**config.mk**
```make
export PLATFORM = sky130hd
export DESIGN_NAME = uart_pixel_loader
export DESIGN_NICKNAME = d
export VERILOG_FILES = /design/src/rtl/uart_pixel_loader.sv
export SDC_FILE = /design/constraint.sdc
export NUM_CORES = 1
export LEC_CHECK = 0
export BUFFER_PORTS_ARGS = -buffer_cell sky130_fd_sc_hd__buf_2
export CAP_MARGIN = 20
export CORE_MARGIN = 1
export CORE_UTILIZATION = 50
export DETAILED_ROUTE_END_ITERATION = 10
export PLACE_DENSITY = 0.72
export SLEW_MARGIN = 20
export SYNTH_ARGS = -nofsm -noshare
export SYNTH_HDL_FRONTEND = slang
export SYNTH_SLANG_ARGS = --single-unit
```
**constraint.sdc**
```tcl
create_clock -name clk -period 4.24 [get_ports clk]
set_input_delay 0.848 -clock clk [delete_from_list [all_inputs] [get_ports clk]]
set_output_delay 0.848 -clock clk [all_outputs]
set_load 0.05 [all_outputs]
```
**src/rtl/uart_pixel_loader.sv**
```systemverilog
// rtl/uart_pixel_loader.sv - UART byte-stream parser feeding RGB565 pixels into the frame-buffer write FIFO
// Also owns the SDRAM write address and the power-on clear of all eight pages.
module uart_pixel_loader #(
    parameter int          H_PIX     = 800,
    parameter int          V_PIX     = 480,
    parameter logic [7:0]  SYNC_BYTE = 8'hA5
) (
    input  logic        clk,
    input  logic        rst,
    input  logic [7:0]  rx_data,
    input  logic        rx_valid,
    output logic [15:0] fifo_din,
    output logic        fifo_wr_req,
    input  logic        fifo_full,
    input  logic        startup_inc,
    output logic        startup,
    output logic [2:0]  page_set,
    output logic [8:0]  row_add_user,
    output logic [9:0]  col_add_user,
    output logic [2:0]  page_show,
    output logic        frame_done,
    output logic        err_overflow
);

    localparam logic [9:0]  LAST_COL = 10'(H_PIX - 1);
    localparam logic [8:0]  LAST_ROW = 9'(V_PIX - 1);
    localparam logic [18:0] LAST_PIX = 19'(H_PIX * V_PIX - 1);

    typedef enum logic [2:0] {
        S_CLEAR,
        S_IDLE,
        S_CMD,
        S_HI,
        S_LO
    } state_t;

    state_t      state, next_state;
    logic [7:0]  hi_byte;
    logic [18:0] pix_cnt;

    logic col_last, row_last, clear_last, load_accept, pixel_done, pix_last;

    assign col_last    = (col_add_user == LAST_COL);
    assign row_last    = (row_add_user == LAST_ROW);
    assign clear_last  = (state == S_CLEAR) && (page_set == 3'd7) && row_last && col_last;
    assign load_accept = (state == S_CMD) && rx_valid && (rx_data[7:6] == 2'b01);
    assign pixel_done  = (state == S_LO) && rx_valid;
    assign pix_last    = (pix_cnt == LAST_PIX);

    always_ff @(posedge clk or posedge rst) begin
        if (rst) begin
            state <= S_CLEAR;
        end else begin
            state <= next_state;
        end
    end

    always_comb begin
        next_state = state;
        case (state)
            S_CLEAR: if (startup_inc && clear_last) next_state = S_IDLE;
            S_IDLE:  if (rx_valid && (rx_data == SYNC_BYTE)) next_state = S_CMD;
            S_CMD:   if (rx_valid) next_state = (rx_data[7:6] == 2'b01) ? S_HI : S_IDLE;
            S_HI:    if (rx_valid) next_state = S_LO;
            S_LO:    if (rx_valid) next_state = pix_last ? S_IDLE : S_HI;
            default: next_state = S_CLEAR;
        endcase
    end

    // Address counter; LOAD acceptance overrides a coincident increment.
    always_ff @(posedge clk or posedge rst) begin
        if (rst) begin
            startup      <= 1'b0;
            page_set     <= 3'd0;
            row_add_user <= 9'd0;
            col_add_user <= 10'd0;
        end else if (startup_inc && clear_last) begin
            startup      <= 1'b1;
            page_set     <= 3'd0;
            row_add_user <= 9'd0;
            col_add_user <= 10'd0;
        end else if (load_accept) begin
            page_set     <= rx_data[2:0];
            row_add_user <= 9'd0;
            col_add_user <= 10'd0;
        end else if (startup_inc) begin
            if (col_last) begin
                col_add_user <= 10'd0;
                if (row_last) begin
                    row_add_user <= 9'd0;
                    if (state == S_CLEAR) page_set <= page_set + 3'd1;
                end else begin
                    row_add_user <= row_add_user + 9'd1;
                end
            end else begin
                col_add_user <= col_add_user + 10'd1;
            end
        end
    end

    // Pixel assembly; a dropped pixel still advances the count to keep frame alignment.
    always_ff @(posedge clk or posedge rst) begin
        if (rst) begin
            fifo_din     <= 16'd0;
            fifo_wr_req  <= 1'b0;
            frame_done   <= 1'b0;
            err_overflow <= 1'b0;
            page_show    <= 3'd0;
            hi_byte      <= 8'd0;
            pix_cnt      <= 19'd0;
        end else begin
            fifo_wr_req <= 1'b0;
            frame_done  <= 1'b0;
            if ((state == S_CMD) && rx_valid && (rx_data[7:6] == 2'b00)) begin
                page_show <= rx_data[2:0];
            end
            if (load_accept) begin
                pix_cnt <= 19'd0;
            end
            if ((state == S_HI) && rx_valid) begin
                hi_byte <= rx_data;
            end
            if (pixel_done) begin
                fifo_din <= {hi_byte, rx_data};
                if (fifo_full) begin
                    err_overflow <= 1'b1;
                end else begin
                    fifo_wr_req <= 1'b1;
                end
                if (pix_last) begin
                    frame_done <= 1'b1;
                    pix_cnt    <= 19'd0;
                end else begin
                    pix_cnt <= pix_cnt + 19'd1;
                end
            end
        end
    end

endmodule

```
==> run_results.csv <==
group,metric,value,unit
cts,ctsLongestPathBuffers,2,
synth,synth_area,3710,sq um
timing,rsz0062_at_grt,"no",
pwr,pwr-share-comb,0.195,
place,place_area,4050,sq um
place,io_buffer_count,57,
routing,vias,2989,
setup_path,reg2reg_slack,1.83,ns
setup_path,r2r_end,"row_add_user[4]",
routing,ant_nets,0,
place,dp.cells,525,
job,maxCapViolations,0,
routing,avgViaCountPerCell,5.55,
synth,postSynthCellCount,386,
global_routing,grt_overflow,0,
synth,ys_ff_latch,75,
cts,clkLatencyLatePin,0.35,ns
setup_path,crit_path_max_fanout,22,
global_routing,grt_pass1_wl,13100,um
timing,setup_tns,0,ns
pwr,p_total,1.83,mW
layout,diodes,0,
pwr,p_switching,0.598,mW
cts,cts_setup_buffers,0,
routing,drt_iter0_markers,144,
global_routing,grt_pass1_vias,2878,
layout,final_common_cell,"dfrtp_1",
timing,fin_ws,1.70,ns
layout,layout.cells.non_filler,539,
timing,skew,0.0136,ns
pwr,vdd_drop_max,0.000255,V
layout,finalInstanceArea,4260,sq um
timing,finalMaxSlewViolations,0,
setup_path,worst_ep_arrival_time,2.78,ns
floorplanning,initial_utilization,0.514,
synth,seq_area_frac_synth,0.506,
timing,tightest_slew,0.965,ns
synth,synth.avg_cell_area,9.61,sq um
pwr,switching_share,0.326,
floorplanning,rows,31,
layout,nNetsFinal,455,
place,dp.final_hpwl,5350,um
pwr,power_density,431,nW/um^2
setup_path,cp.required,4.47,ns
cts,cts_tree,"yes",
synth,ys_types,52,
outcome,status,"finished, final reports clean",
setup_path,start_kind,"input pin",
pwr,power.internal,1.23,mW
floorplanning,die_w,88.2,um
pwr,share_seq_of_total_power,0.486,
setup_path,r2r_cells,5,
synth,yosysWarnings,0,
cts,cts_sinks,75,
cts,cts_hold_buf,0,
floorplanning,fp.coreArea,7210,sq um
setup_path,crit_end,"pix_cnt[17]",
layout,final_cell_mix,"dfrtp_1, nand2_1, buf_2",
hold_path,min_path_type,"register to register",
routing,detail_route.first_pass.iterations,4,
cts,cts_resized,0,
synth,synth_edf_count,0,
layout,syn2layout_area_growth,14.7,%
cts,htreeDepth,3,
setup_path,end_kind,"register",
cts,path_clk_slew,0.07,ns
timing,fin_crit,2.54,ns
pwr,power.leakage,2.12,nW
global_routing,antenna_found_initial,0,
setup_path,worstReg2RegStart,"col_add_user[5]",
routing,route.detailed.drc,0,
timing,final.period_utilization,0.600,
synth,syn_nets,404,
floorplanning,fp.dieH,88.2,um
timing,hold_viol,0,
place,dp_slack,1.35,ns
global_routing,track_usage,0.219,
timing,slew_headroom,0.352,
floorplanning,dieArea,7770,sq um
setup_path,criticalPathCategory,"input pin to register",
layout,postLayoutCoreUtil,0.590,
floorplanning,ios,58,
cts,numCtsBuffers,9,
timing,max_freq,0.393,GHz
timing,holdWs,0.465,ns
routing,wirelength,7770,um
routing,wl_per_cell,14.4,um
cts,root_buffer,"clkbuf_8",
place,gp_congestion,0.809,
synth,async_flop_share,1.00,
timing,finalSetupViolCount,0,
synth,synth_ff_type,"dfrtp_1",
global_routing,grt_max_degree,35,
pwr,clkPwrFrac,0.319,
setup_path,startpoint,"rx_valid",
layout,drive_gt1_frac,0.234,
## Yosys cell counts, types with 2 or more instances
| master | instances | area share |
|---|---|---|
| dfrtp_1 | 75 | 0.51 |
| nand2_1 | 67 | 0.068 |
| nor2_1 | 34 | 0.034 |
| o21ai_0 | 22 | 0.030 |
| a21oi_1 | 17 | 0.023 |
| nand3_1 | 17 | 0.023 |
| inv_1 | 13 | 0.013 |
| mux2_2 | 13 | 0.039 |
| clkbuf_1 | 11 | 0.011 |
| nand4_1 | 11 | 0.019 |
| xor2_1 | 11 | 0.026 |
| nor3_1 | 7 | 0.0094 |
| buf_2 | 6 | 0.0081 |
| a21o_1 | 5 | 0.010 |
| and3_1 | 5 | 0.0084 |
| ha_1 | 5 | 0.017 |
| mux2i_1 | 5 | 0.013 |
| a22o_1 | 4 | 0.0094 |
| and4_1 | 4 | 0.0094 |
| nand3b_1 | 4 | 0.0081 |
| a211oi_1 | 3 | 0.0061 |
| a211oi_2 | 3 | 0.010 |
| o2111ai_1 | 3 | 0.0071 |
| o211ai_1 | 3 | 0.0061 |
| or2_2 | 3 | 0.0051 |
| or3_1 | 3 | 0.0051 |
| buf_4 | 2 | 0.0040 |
| nor3b_1 | 2 | 0.0040 |
| nor4b_1 | 2 | 0.0047 |
| nor4bb_1 | 2 | 0.0054 |
| or3b_2 | 2 | 0.0047 |
| xnor2_1 | 2 | 0.0047 |
## worst min path at each step
stage,from,end,slack [ns],cells after the start
floorplan,hi_byte[2],fifo_din[10],0.43,2
global placement,err_overflow,err_overflow,0.44,1
detailed placement,startup,startup,0.45,1
CTS,startup,startup,0.47,1
global route,startup,startup,0.49,1
finish,startup,startup,0.47,1
## worst max-delay path, stage by stage
cell	delay (ns)
buf_2	0.15
nor2b_1	0.23
and3b_1	0.73
nor2_2	0.34
a21o_1	0.25
a22o_1	0.22
## power groups by stage
stage,sequential (mW),clock [mW],combinational [mW]
after CTS,0.889,0.595,0.361
after global placement,0.897,0,0.351
after global routing,0.905,0.624,0.389
after detailed placement,0.902,0,0.361
final,0.890,0.585,0.357
after floorplan,0.997,0,0.172
## sequential cells by signal, indices dropped and copies added (netlist names), 3 cells and up
signal        flops
fifo_din         16
state             3
page_show         3
row_add_user      9
hi_byte           8
pix_cnt          19
col_add_user     10
page_set          3
## cells by family (layout without fill, tap and decap cells)
| logic type | count (synthesis) | count (layout) | synth area share |
|---|---|---|---|
| AOI/OAI and AO/OA | 68 | 68 | 0.119 |
| xor gates and xnor gates | 13 | 13 | 0.0307 |
| adders and majority gates | 5 | 5 | 0.0169 |
| buffers and inverters | 34 | 88 | 0.0405 |
| DFF | 75 | 75 | 0.506 |
| muxes | 18 | 18 | 0.0529 |
| and+or+nand+nor | 173 | 173 | 0.234 |
## layout make-up
type                       instances  area, sq um
fill                             646         2960
clock buffer                       9          124
clock inverter                     5         80.1
multi-input combinational        277         1690
inverter                          13         48.8
sequential                        75         1880
timing repair buffer              61          315
tap                               99          124
## layer usage
layer,up-vias,wire (um),GRT usage
li1,1449,-,-
met1,1477,3760,0.289
met2,54,3680,0.364
met3,9,263,0.0481
met4,0,68,0.0645
met5,-,0,0
Note: power is estimated with default switching activity, not from simulation.
